### src/rtl/onchip_mem_pkg.sv
`default_nettype none
// ============================================================================
// Module   : onchip_mem_pkg
// Purpose  : Shared definitions for the two-master on-chip RAM arbiter:
//            owner encoding, read-tag layout and default parameter values.
// Revision : 1.0 - initial release
// ============================================================================
package onchip_mem_pkg;

  // Default geometry of the shared RAM and the fairness window
  localparam int DEF_ADDR_W  = 12;
  localparam int DEF_DATA_W  = 32;
  localparam int DEF_DEPTH   = 3000;
  localparam int DEF_MAX_RUN = 4;

  // Who currently owns the RAM port (also used to encode a grant)
  typedef enum logic [1:0] {
    OWN_NONE = 2'd0,
    OWN_M0   = 2'd1,
    OWN_M1   = 2'd2
  } owner_e;

  // One-deep tag describing the read whose data returns next cycle
  typedef struct packed {
    logic vld;  // a read was granted last cycle
    logic id;   // 0 = m0, 1 = m1
    logic oor;  // address was beyond the implemented words
  } rd_tag_t;

  // Bits needed to hold a run count of 0..max_run
  function automatic int run_width(input int max_run);
    return (max_run < 2) ? 1 : $clog2(max_run + 1);
  endfunction

endpackage : onchip_mem_pkg
`default_nettype wire

### src/rtl/onchip_mem_rr_grant.sv
`default_nettype none
// ============================================================================
// Module   : onchip_mem_rr_grant
// Purpose  : Grant decision for two masters sharing one RAM port. The
//            current owner keeps the port until it stops requesting or has
//            used MAX_RUN consecutive grants while the other master waits.
// Revision : 1.0 - initial release
// ============================================================================
module onchip_mem_rr_grant
  import onchip_mem_pkg::*;
#(
  parameter int MAX_RUN = DEF_MAX_RUN
) (
  input  logic   clk,
  input  logic   reset,
  input  logic   req0_i,
  input  logic   req1_i,
  output owner_e grant_o
);

  localparam int              RUN_W   = run_width(MAX_RUN);
  localparam logic [RUN_W-1:0] RUN_MAX = RUN_W'(MAX_RUN);
  localparam logic [RUN_W-1:0] RUN_ONE = RUN_W'(1);

  owner_e             owner_q, owner_d;
  logic [RUN_W-1:0]   run_q, run_d;
  owner_e             w_grant;
  logic               w_run_open;

  // The owner may continue while it has not yet exhausted its run window
  assign w_run_open = (run_q < RUN_MAX);

  // Combinational grant from the registered owner/run and live requests;
  // nothing is granted while reset is held
  always_comb begin
    w_grant = OWN_NONE;
    if (!reset) begin
      case (owner_q)
        OWN_M0: begin
          if (req0_i && (!req1_i || w_run_open)) w_grant = OWN_M0;
          else if (req1_i)                       w_grant = OWN_M1;
          else if (req0_i)                       w_grant = OWN_M0;
        end
        OWN_M1: begin
          if (req1_i && (!req0_i || w_run_open)) w_grant = OWN_M1;
          else if (req0_i)                       w_grant = OWN_M0;
          else if (req1_i)                       w_grant = OWN_M1;
        end
        default: begin
          // No owner: m0 wins a tie
          if (req0_i)      w_grant = OWN_M0;
          else if (req1_i) w_grant = OWN_M1;
        end
      endcase
    end
  end

  // Next owner/run: a repeat grant extends the run, a change restarts it
  always_comb begin
    owner_d = w_grant;
    run_d   = '0;
    if (w_grant != OWN_NONE) begin
      if (w_grant == owner_q) begin
        run_d = (run_q == RUN_MAX) ? run_q : run_q + RUN_ONE;
      end else begin
        run_d = RUN_ONE;
      end
    end
  end

  // Owner/run state registers
  always_ff @(posedge clk) begin
    if (reset) begin
      owner_q <= OWN_NONE;
      run_q   <= '0;
    end else begin
      owner_q <= owner_d;
      run_q   <= run_d;
    end
  end

  assign grant_o = w_grant;

endmodule : onchip_mem_rr_grant
`default_nettype wire

### src/rtl/onchip_mem_arbiter.sv
`default_nettype none
// ============================================================================
// Module   : onchip_mem_arbiter
// Purpose  : Lets two Avalon-style masters share one single-port on-chip
//            RAM with one-cycle read latency. Grants complete in the cycle
//            they are given; read data is routed back through a one-deep
//            tag. Accesses beyond DEPTH never touch the RAM and read as 0.
// Revision : 1.0 - initial release
// ============================================================================
module onchip_mem_arbiter
  import onchip_mem_pkg::*;
#(
  parameter int ADDR_W  = DEF_ADDR_W,
  parameter int DATA_W  = DEF_DATA_W,
  parameter int DEPTH   = DEF_DEPTH,
  parameter int MAX_RUN = DEF_MAX_RUN
) (
  input  logic                clk,
  input  logic                reset,
  // master 0
  input  logic [ADDR_W-1:0]   m0_address,
  input  logic [DATA_W/8-1:0] m0_byteenable,
  input  logic                m0_read,
  input  logic                m0_write,
  input  logic [DATA_W-1:0]   m0_writedata,
  output logic                m0_waitrequest,
  output logic [DATA_W-1:0]   m0_readdata,
  output logic                m0_readdatavalid,
  // master 1
  input  logic [ADDR_W-1:0]   m1_address,
  input  logic [DATA_W/8-1:0] m1_byteenable,
  input  logic                m1_read,
  input  logic                m1_write,
  input  logic [DATA_W-1:0]   m1_writedata,
  output logic                m1_waitrequest,
  output logic [DATA_W-1:0]   m1_readdata,
  output logic                m1_readdatavalid,
  // RAM side
  output logic [ADDR_W-1:0]   mem_address,
  output logic [DATA_W/8-1:0] mem_byteenable,
  output logic                mem_chipselect,
  output logic                mem_write,
  output logic [DATA_W-1:0]   mem_writedata,
  output logic                mem_clken,
  input  logic [DATA_W-1:0]   mem_readdata
);

  localparam int          BE_W    = DATA_W / 8;
  localparam logic [31:0] DEPTH_U = 32'(DEPTH);

  logic                w_req0;
  logic                w_req1;
  owner_e              w_grant;
  logic                w_gnt;
  logic                w_sel1;
  logic [ADDR_W-1:0]   w_addr;
  logic [BE_W-1:0]     w_be;
  logic [DATA_W-1:0]   w_wdata;
  logic                w_wr;
  logic                w_in_range;
  logic                w_rdv0;
  logic                w_rdv1;
  rd_tag_t             tag_q, tag_d;

  // A master requests on read or write; write takes precedence if both
  assign w_req0 = m0_read | m0_write;
  assign w_req1 = m1_read | m1_write;

  onchip_mem_rr_grant #(
    .MAX_RUN (MAX_RUN)
  ) u_grant (
    .clk     (clk),
    .reset   (reset),
    .req0_i  (w_req0),
    .req1_i  (w_req1),
    .grant_o (w_grant)
  );

  assign w_gnt  = (w_grant != OWN_NONE);
  assign w_sel1 = (w_grant == OWN_M1);

  // Select the granted master's command fields
  always_comb begin
    w_addr  = m0_address;
    w_be    = m0_byteenable;
    w_wdata = m0_writedata;
    w_wr    = m0_write;
    if (w_sel1) begin
      w_addr  = m1_address;
      w_be    = m1_byteenable;
      w_wdata = m1_writedata;
      w_wr    = m1_write;
    end
  end

  // Only the first DEPTH words exist; anything above is silently absorbed
  assign w_in_range = (32'(w_addr) < DEPTH_U);

  // RAM command: quiet when nobody is granted
  assign mem_address    = w_gnt ? w_addr  : '0;
  assign mem_byteenable = w_gnt ? w_be    : '0;
  assign mem_writedata  = w_gnt ? w_wdata : '0;
  assign mem_write      = w_gnt & w_wr;
  assign mem_chipselect = w_gnt & w_in_range;
  assign mem_clken      = 1'b1;

  // Stall whichever requester did not get the port this cycle
  assign m0_waitrequest = w_req0 & (w_grant != OWN_M0);
  assign m1_waitrequest = w_req1 & (w_grant != OWN_M1);

  // Tag for the read whose data comes back from the RAM next cycle
  always_comb begin
    tag_d     = '0;
    tag_d.vld = w_gnt & ~w_wr;
    tag_d.id  = w_sel1;
    tag_d.oor = ~w_in_range;
  end

  // Read tag register; reset drops any read in flight
  always_ff @(posedge clk) begin
    if (reset) begin
      tag_q <= '0;
    end else begin
      tag_q <= tag_d;
    end
  end

  // Return path; masking with reset keeps a read granted just before
  // reset from producing a pulse during the reset cycle
  assign w_rdv0 = tag_q.vld & ~tag_q.id & ~reset;
  assign w_rdv1 = tag_q.vld &  tag_q.id & ~reset;

  assign m0_readdatavalid = w_rdv0;
  assign m1_readdatavalid = w_rdv1;
  assign m0_readdata      = (w_rdv0 & ~tag_q.oor) ? mem_readdata : '0;
  assign m1_readdata      = (w_rdv1 & ~tag_q.oor) ? mem_readdata : '0;

endmodule : onchip_mem_arbiter
`default_nettype wire
### config.mk
export PLATFORM = sky130hd
export DESIGN_NAME = onchip_mem_arbiter
export DESIGN_NICKNAME = d
export VERILOG_FILES = /design/src/rtl/onchip_mem_pkg.sv /design/src/rtl/onchip_mem_rr_grant.sv /design/src/rtl/onchip_mem_arbiter.sv
export SDC_FILE = /design/constraint.sdc
export NUM_CORES = 1
export LEC_CHECK = 0
export BUFFER_PORTS_ARGS = -buffer_cell sky130_fd_sc_hd__buf_2
export CAP_MARGIN = 20
export CORE_AREA = 3 3 97 99
export CTS_BUF_LIST = sky130_fd_sc_hd__clkbuf_4
export DETAILED_ROUTE_END_ITERATION = 16
export DIE_AREA = 0 0 100 102
export PLACE_DENSITY_LB_ADDON = 0.05
export SYNTH_ARGS = -nofsm -noshare
export SYNTH_HDL_FRONTEND = slang
export SYNTH_SLANG_ARGS = --single-unit
### constraint.sdc
create_clock -name clk -period 2.9 [get_ports clk]
set_input_delay 0.58 -clock clk [delete_from_list [all_inputs] [get_ports clk]]
set_output_delay 0.58 -clock clk [all_outputs]
set_load 0.005 [all_outputs]
[Yosys cells after proc, flatten, opt, wreduce, memory -nomap -nowiden]
Cells that the tools add are included.
Word-level totals
  word-level logic and storage cells: 65
  bits in registers: 8
  input bits: 134
Cells by class
  add/sub/neg operators: 1
  equal/unequal tests: 8
  reduce and logical (&&, ||, !) cells: 9
  magnitude comparators: 2
  bitwise operators: 20
  multiplexer cells: 19
Operator list (count)
  32-bit 2-to-1 mux: 4
  12-bit 2-to-1 mux: 2
  12-bit < comparator (second input constant): 1
  2-bit 2-to-1 mux: 6
  1-bit bitwise AND: 11
  4-bit 2-to-1 mux: 2
  1-bit inverter: 7
  2-bit == test (second input constant): 2
  1-bit 2-to-1 mux: 4
  2-bit inequality test (second input constant): 2
  2-bit one-hot mux with 2 select lines: 1
  3-bit by 1-bit adder with 3-bit output (second input constant): 1
  3-bit == test (second input constant): 1
  3-bit < comparator (second input constant): 1
  3-bit OR reduction: 1
  2-bit by 1-bit == test with 1-bit output (second input constant): 1
  2-bit == test: 1
  1-bit logical AND: 2
  1-bit zero test: 2
  1-bit logical OR: 2
  2-bit by 1-bit inequality test with 1-bit output (second input constant): 1
  1-bit bitwise OR: 2
  2-bit nonzero test: 1
  2-bit OR reduction: 1

[Logic depth before layout (Yosys ltp)]
Gate-level depths: netlist of run 1.
  depth in word-level cells: 11
  gate-level depth with buffers: 9

[Hierarchy]
A second synthesis of run 1 with hierarchy kept.
Second synthesis, totals
  cell total of the unflattened synthesis: 212
  area, all modules: 1581.5 um2
Modules (own cells, without submodules)
  onchip_mem_arbiter: cells an instance 163, instances 1, seq. area each 60.1 um2, area each 1188.6 um2
  onchip_mem_rr_grant: cells an instance 49, instances 1, seq. area each 100.1 um2, area each 392.9 um2

[Worst setup path before layout of run 1]
No wires, ideal clock.
  kind: register -> output
  start point: register u_grant.owner_q[0]
  end point: output port mem_address[0]
  arrival time: 1.942 ns
  required time: 2.320 ns
  path slack: 0.378 ns
  cell stages (with the launch flop): 10
  path through: dfxtp_1 inv_1 ha_1 or2_2 a21oi_1 or4_4 buf_6 nor2_8 buf_6 a22o_1
Between the ends
  word-level cells in the longest chain between the ends: 6
  elaborated cells between the ends (all ways): 8
  those cells by class: 3 x eq/ne; 4 x mux; 1 x reduce/logical
Ends and longest elaborated chain
  start, declared: RTL line onchip_mem_rr_grant.sv:25  | owner_e owner_q, owner_d;
  start signal, assigned: RTL line onchip_mem_rr_grant.sv:77  | owner_q <= owner_d;
  2-bit == test / 2-bit by 1-bit == test with 1-bit output (equally long branches): RTL line onchip_mem_rr_grant.sv:38  | case (owner_q)
  2-bit one-hot mux with 2 select lines *: RTL line onchip_mem_rr_grant.sv:38
  2-bit 2-to-1 mux *: RTL line onchip_mem_rr_grant.sv:37  | if (!reset) begin
  2-bit == test: RTL line onchip_mem_arbiter.sv:80  | assign w_sel1 = (w_grant == OWN_M1);
  12-bit 2-to-1 mux: RTL line onchip_mem_arbiter.sv:88  | if (w_sel1) begin
  12-bit 2-to-1 mux *: RTL line onchip_mem_arbiter.sv:100  | assign mem_address = w_gnt ? w_addr : '0;
  end, declared: RTL line onchip_mem_arbiter.sv:39  | output logic [ADDR_W-1:0] mem_address,
Every way passes the cells marked *; elsewhere a longest branch is shown, timed or not.

[Worst setup path after layout of run 1]
  start point: register u_grant.owner_q[0]
  end point: output port mem_writedata[7]
Between the ends
  word-level cells in the longest chain between the ends: 6
  elaborated cells between the ends (all ways): 8
  those cells by class: 3 x eq/ne; 4 x mux; 1 x reduce/logical
Ends and longest elaborated chain
  2-bit == test / 2-bit by 1-bit == test with 1-bit output (equally long branches): RTL line onchip_mem_rr_grant.sv:38
  2-bit one-hot mux with 2 select lines *: RTL line onchip_mem_rr_grant.sv:38
  2-bit 2-to-1 mux *: RTL line onchip_mem_rr_grant.sv:37
  2-bit == test: RTL line onchip_mem_arbiter.sv:80
  32-bit 2-to-1 mux: RTL line onchip_mem_arbiter.sv:88
  32-bit 2-to-1 mux *: RTL line onchip_mem_arbiter.sv:102  | assign mem_writedata = w_gnt ? w_wdata : '0;
  end, declared: RTL line onchip_mem_arbiter.sv:43  | output logic [DATA_W-1:0] mem_writedata,
Marked as above.

==> run summary, run 1 <==
status = finished with violations
failing checks = negative setup slack
vias in the first global route = 2394
total routed wirelength = 8.98 mm
leakage power = 1.92 nW
setup slack, reg-to-reg = 0.80 ns
Worst R2R Path Depth = 8
Die ar. = 10200 sq um
Post-synth top flop = dfxtp_1
die width = 100 microns
largest cells by area after synthesis = a22o_1 27%, and2_1 25%, dfxtp_1 9.9%, buf_6 3.5%, ha_1 3.1%
largest net degree at the start of global routing = 61
Post-synth EDFFs = 0
Max Cap Violations = 0
Top Ports = 253
worst path cell trace = inv_4 -> ha_4 -> or2_4 -> a21oi_2 -> or4_4 -> nor2_8 -> buf_12 -> clkbuf_16 -> a22o_1 -> buf_2
P_sw = 0.236 mW
TritonCTS clock tree = yes
clock sink count = 8
Clk pwr share = 14.3%
number of antenna violations at the first check in global routing = 1
Initial Util = 18.7%
Area Overhead vs Synth = 102%
Clock transition at path regs = 0.06 ns
hold crit path type = flop to flop
pwr dens = 195 nW/um^2
RSZ-0062 raised after global routing = true
final period utilization = 101%
TritonCTS buffer count = 3
Avg Synthesized Cell Area = 7.58 sq um
Root Buffer = clkbuf_4
post-synthesis cell type count = 42
Clock Path Buffers = 2
GRT Total Usage = 14.9%
Max stage delay cell, worst path = or4_4
Final GP Congestion = 0.744
Synth Cell Area = 1610 sq um
Critical Path Start = u_grant.owner_q[0]$_SDFF_PP0_
ys async rst share = 0%
startpoint types = flop
Overflow after GRT = 0
DIE HEIGHT = 102 microns
fmax = 343 MHz
warnings from Yosys = 0
drt first pass iters = 4
crit-path max FO = 6
Seq cells post-synth = 8
R2R Path Start = u_grant.owner_q[1]$_SDFF_PP0_
buffer and inverter count on the worst path = 4
Finished Layout Cells = 578
total negative setup slack = -0.0794 ns
first-pass GRT wire length = 12.1 mm
Critical Path End = mem_writedata[7]
Nets = 609
per-cell routed wire length = 15.5 microns
Crit Path Category = flop to primary output
hold depth = 2
Crit path depth = 10
# fillers = 935
count leader, synth = and2_1
share of cells above drive strength 1 = 62.3%
Port Buffers = 251
Skew-Pair Late Insertion Delay = 0.27 ns
Placed Area = 2940 sq um
setup violators final = 11
Design Power = 0.634 mW
Post-DP HPWL = 7.07 mm
crit-path max cell delay = 0.53 ns
synthesized instance count = 213
Iteration-0 DRC Markers = 53
top cell types by occurrence after synthesis = 64 x and2_1, 50 x a22o_1, 10 x clkbuf_1
via count = 2589
num rows = 34
sequential area share after synthesis = 9.92%
design area = 3260 sq um
Min Hold Slack = 0.537 ns
Remaining DRCs = 0
ANT nets after route = 0
min Tclk post-route = 2.92 ns
Layout Skew = 0.0122 ns
setup ws final = -0.0194 ns
Final Hold Fails = 0
crit end category = primary output
Slew Limit Fails = 0
peak supply drop = 0.0855 mV
Mapped Nets = 351
DR vias/cell = 4.48
combinational share of power = 66.3%
Reg-to-Reg End = tag_q[0]$_SDFF_PP0_
Sw Share = 37.2%
total core area = 8640 sq um
arrival time worst endpoint = 2.34 ns
Seq pwr share = 19.4%
Placed Cells = 558
Synth top area share = 27.1%
Crit path max-delay family = simple AND/OR/NAND/NOR gates
Synth area leader = a22o_1
CP Data Required Time = 2.32 ns
H-tree Lvls = 1
internal power = 0.398 mW
## sequential cells by signal (all words and copies together) (netlist names)
name / flops
u_grant.owner_q: 2
u_grant.run_q: 3
tag_q: 3
## worst min-delay path, cell delays in order, from the launching register on
cell and delay [ns]:
dfxtp_2 0.33, nand4b_1 0.09, o32ai_1 0.08
## layout make-up
type                    count  area (sq um)  area share [%]
flip-flops and latches      8           163            4.99
multi-input cells         180          1340            41.2
inverters                   6          25.0           0.767
well taps                 108           135            4.14
diodes                      1          2.50          0.0767
repair buffers            272          1570            48.1
clock buffers               3          22.5           0.691
## cells in the final DEF (no fill, tap or decap), drive strengths merged, types with 3 or more instances in the layout
| master | count |
|---|---|
| o21ai | 4 |
| clkbuf | 6 |
| dfxtp | 8 |
| a21oi | 5 |
| and2 | 64 |
| buf | 269 |
| nand3 | 4 |
| nor3 | 5 |
| ha | 4 |
| nand2 | 3 |
| nor2 | 7 |
| inv | 6 |
| a22o | 50 |
| o21ba | 3 |
## power groups by stage
stage | Clock (mW) | Combinational, mW | Sequential (mW)
after global routing | 0.0977 | 0.461 | 0.124
after floorplan | 0 | 0.180 | 0.123
after detailed placement | 0 | 0.380 | 0.124
after global placement | 0 | 0.381 | 0.124
final | 0.0906 | 0.421 | 0.123
after CTS | 0.0933 | 0.391 | 0.122
## what timing repair did
| action | in CTS | in global routing |
|---|---|---|
| gates cloned | 1 | 5 |
| endpoints found under the setup margin | 51 | 51 |
| pin swaps | 1 | 8 |
| gates resized for setup | 7 | 12 |
| hold buffers | 0 | 0 |
| setup buffers | 1 | 9 |
## cell families (layout without fill, tap and decap cells)
family          count (synthesis)  after routing  synth area share [%]
other cells                     1              2                 0.232
fa+ha+maj                       4              4                  3.10
buf+inv                        25            281                  9.22
xor+xnor                        2              2                  1.09
simple gates                   99             99                  38.3
compound gates                 73             73                  37.5
flops                           8              8                  9.92
mux                             1              1                 0.620
## stage by stage
stage	setup slack (ns)	util, %
after floorplan	0.378	-
after global placement	0.146	34.1
after detailed placement	0.133	34.1
after CTS	0.00208	35.0
after global routing	-0.0917	37.8
final	-0.0194	37.8
## metal layers
metal / global-route usage, % / share of wire [%]
met3: 4.37 / 11
met5: 0 / 0
met4: 2.18 / 0.87
met1: 14.8 / 35
met2: 30.7 / 54
## worst min path at each step
stage / from / endpoint / slack (ns)
after floorplan: u_grant.owner_q[0]$_SDFF_PP0_ / u_grant.run_q[1]$_SDFFE_PP0N_ / 0.50
after global placement: u_grant.owner_q[0]$_SDFF_PP0_ / u_grant.run_q[1]$_SDFFE_PP0N_ / 0.55
after detailed placement: u_grant.owner_q[0]$_SDFF_PP0_ / u_grant.run_q[1]$_SDFFE_PP0N_ / 0.53
after CTS: u_grant.owner_q[0]$_SDFF_PP0_ / u_grant.run_q[1]$_SDFFE_PP0N_ / 0.54
after global routing: u_grant.owner_q[0]$_SDFF_PP0_ / u_grant.run_q[1]$_SDFFE_PP0N_ / 0.56
final: u_grant.owner_q[0]$_SDFF_PP0_ / u_grant.run_q[1]$_SDFFE_PP0N_ / 0.54
(Power assumes the default switching activity.)
==> run 2, diff against run 1 <==
--- a/config.mk
+++ b/config.mk
@@ -8,7 +8,7 @@
 export BUFFER_PORTS_ARGS = -buffer_cell sky130_fd_sc_hd__buf_2
 export CAP_MARGIN = 20
 export CORE_AREA = 3 3 97 99
-export CTS_BUF_LIST = sky130_fd_sc_hd__clkbuf_4
+export CTS_BUF_LIST = sky130_fd_sc_hd__clkbuf_2 sky130_fd_sc_hd__clkbuf_4 sky130_fd_sc_hd__clkbuf_8
 export DETAILED_ROUTE_END_ITERATION = 16
 export DIE_AREA = 0 0 100 102
 export PLACE_DENSITY_LB_ADDON = 0.05
==> run summary, run 2 (synthesis results as in run 1) <==
status = completed
Root Buffer = clkbuf_8
Layout Skew = 0.00782 ns
startpoint types = flop
Initial Util = 18.7%
Crit Path Category = flop to primary output
worst slack at placement = 0.133 ns
Crit path max-delay family = simple AND/OR/NAND/NOR gates
total routed wirelength = 8.96 mm
slew margin rel. = 65.9%
final period utilization = 99.5%
num rows = 34
setup violators final = 0
Final GP Congestion = 0.744
buffer and inverter count on the worst path = 4
die width = 100 microns
DIE HEIGHT = 102 microns
top flop regs = tag_q: 3 flops, u_grant.run_q: 3 flops, u_grant.owner_q: 2 flops
Clock transition at path regs = 0.05 ns
leading cell types in the layout, fill and taps excluded = 251 x buf_2, 64 x and2_1, 50 x a22o_1, 9 x buf_4
commonest non-fill, non-tap cell in the layout = buf_2
Finished Layout Cells = 578
drt first pass iters = 4
pwr dens = 208 nW/um^2
Max stage delay cell, worst path = or4_4
leakage power = 1.93 nW
Port Buffers = 251
Design Power = 0.680 mW
ANT nets after route = 0
largest net degree at the start of global routing = 61
GRT Total Usage = 14.9%
peak supply drop = 0.112 mV
Post-DP HPWL = 7.07 mm
Clock Path Buffers = 2
Die ar. = 10200 sq um
worst path cell trace = inv_6 -> ha_4 -> or2_4 -> a21oi_2 -> or4_4 -> nor2_8 -> buf_12 -> clkbuf_16 -> a22o_1 -> buf_2
Nets = 609
Worst Max-Slew Pin Slew = 0.507 ns
hold crit path type = flop to flop
Iteration-0 DRC Markers = 52
clock sink count = 8
Placed Cells = 558
TritonCTS clock tree = yes
Top Ports = 253
crit-path max FO = 6
DR vias/cell = 4.49
Overflow after GRT = 0
share of cells above drive strength 1 = 62.0%
RSZ-0062 raised after global routing = true
crit end category = primary output
TritonCTS buffer count = 3
Max Cap Violations = 0
setup ws final = 0.0152 ns
per-cell routed wire length = 15.5 microns
vias in the first global route = 2380
fmax = 347 MHz
min Tclk post-route = 2.88 ns
arrival time worst endpoint = 2.30 ns
Slew Limit Fails = 0
number of antenna violations at the first check in global routing = 1
Skew-Pair Late Insertion Delay = 0.23 ns
first-pass GRT wire length = 12.1 mm
total core area = 8640 sq um
Remaining DRCs = 0
via count = 2593
CP Data Required Time = 2.32 ns
Area Overhead vs Synth = 103%
H-tree Lvls = 1
Final Hold Fails = 0
crit-path max cell delay = 0.53 ns
==> run 2: worst reg2reg max path, stage by stage (launching register included) <==
cell	delay, ns
dfxtp_2	0.39
ha_4	0.23
buf_4	0.13
or2b_1	0.23
o21bai_1	0.22
a21oi_4	0.13
buf_12	0.21
o21ba_2	0.23
o21ba_2	0.19
==> run 2: layout make-up <==
type                            instances  area [sq um]
Fill cell                             927          5360
Timing Repair Buffer                  272          1560
Sequential cell                         8           165
Tap cell                              108           135
Clock buffer                            3          41.3
Multi-Input combinational cell        180          1340
Antenna cell                            1          2.50
Inverter                                6          27.5
==> run 2: final timing paths <==
check / depth (start not counted) / from / slack (ns) / end
min reg2reg: 2 / u_grant.owner_q[0]$_SDFF_PP0_ / 0.56 / u_grant.run_q[1]$_SDFFE_PP0N_
max: 10 / u_grant.owner_q[0]$_SDFF_PP0_ / 0.02 / mem_writedata[7]
min: 2 / u_grant.owner_q[0]$_SDFF_PP0_ / 0.56 / u_grant.run_q[1]$_SDFFE_PP0N_
max reg2reg: 8 / u_grant.owner_q[1]$_SDFF_PP0_ / 0.82 / tag_q[0]$_SDFF_PP0_
==> run 2: what timing repair did <==
item	in CTS	in global routing
gates cloned	1	5
hold buffers	0	0
pin swaps	1	9
endpoints found under the setup margin	51	49
setup buffers	1	9
resized for setup	6	12
==> run 2: power by group <==
group	internal (mW)	total, mW	leakage, nW	switching (mW)
sequential	0.118	0.124	0.0665	0.00578
combinational	0.232	0.420	1.84	0.187
clock	0.0902	0.137	0.0216	0.0468
total	0.440	0.680	1.93	0.240
==> run 2: per-layer routing <==
| metal | share of wire (%) | track usage (%) | up-vias | wire length [microns] |
|---|---|---|---|---|
| met5 | 0 | 0 | - | 0 |
| met4 | 0.73 | 2.18 | 0 | 65 |
| met3 | 11 | 4.37 | 4 | 973 |
| met2 | 53 | 30.7 | 158 | 4770 |
| met1 | 35 | 14.8 | 1140 | 3160 |
| li1 | - | - | 1291 | - |
==> run 2: per-stage QoR <==
step / hold WS [ns] / TNS (ns) / instance area, sq um / util, %
6_report: 0.562 / 0 / 3270 / 37.9
5_1_grt: 0.582 / -0.733 / 3270 / 37.9
4_1_cts: 0.540 / 0 / 3040 / 35.2
3_5_place_dp: 0.535 / 0 / 2940 / 34.1
3_3_place_gp: 0.555 / 0 / 2940 / 34.1
2_1_floorplan: 0.503 / 0 / 1610 / -
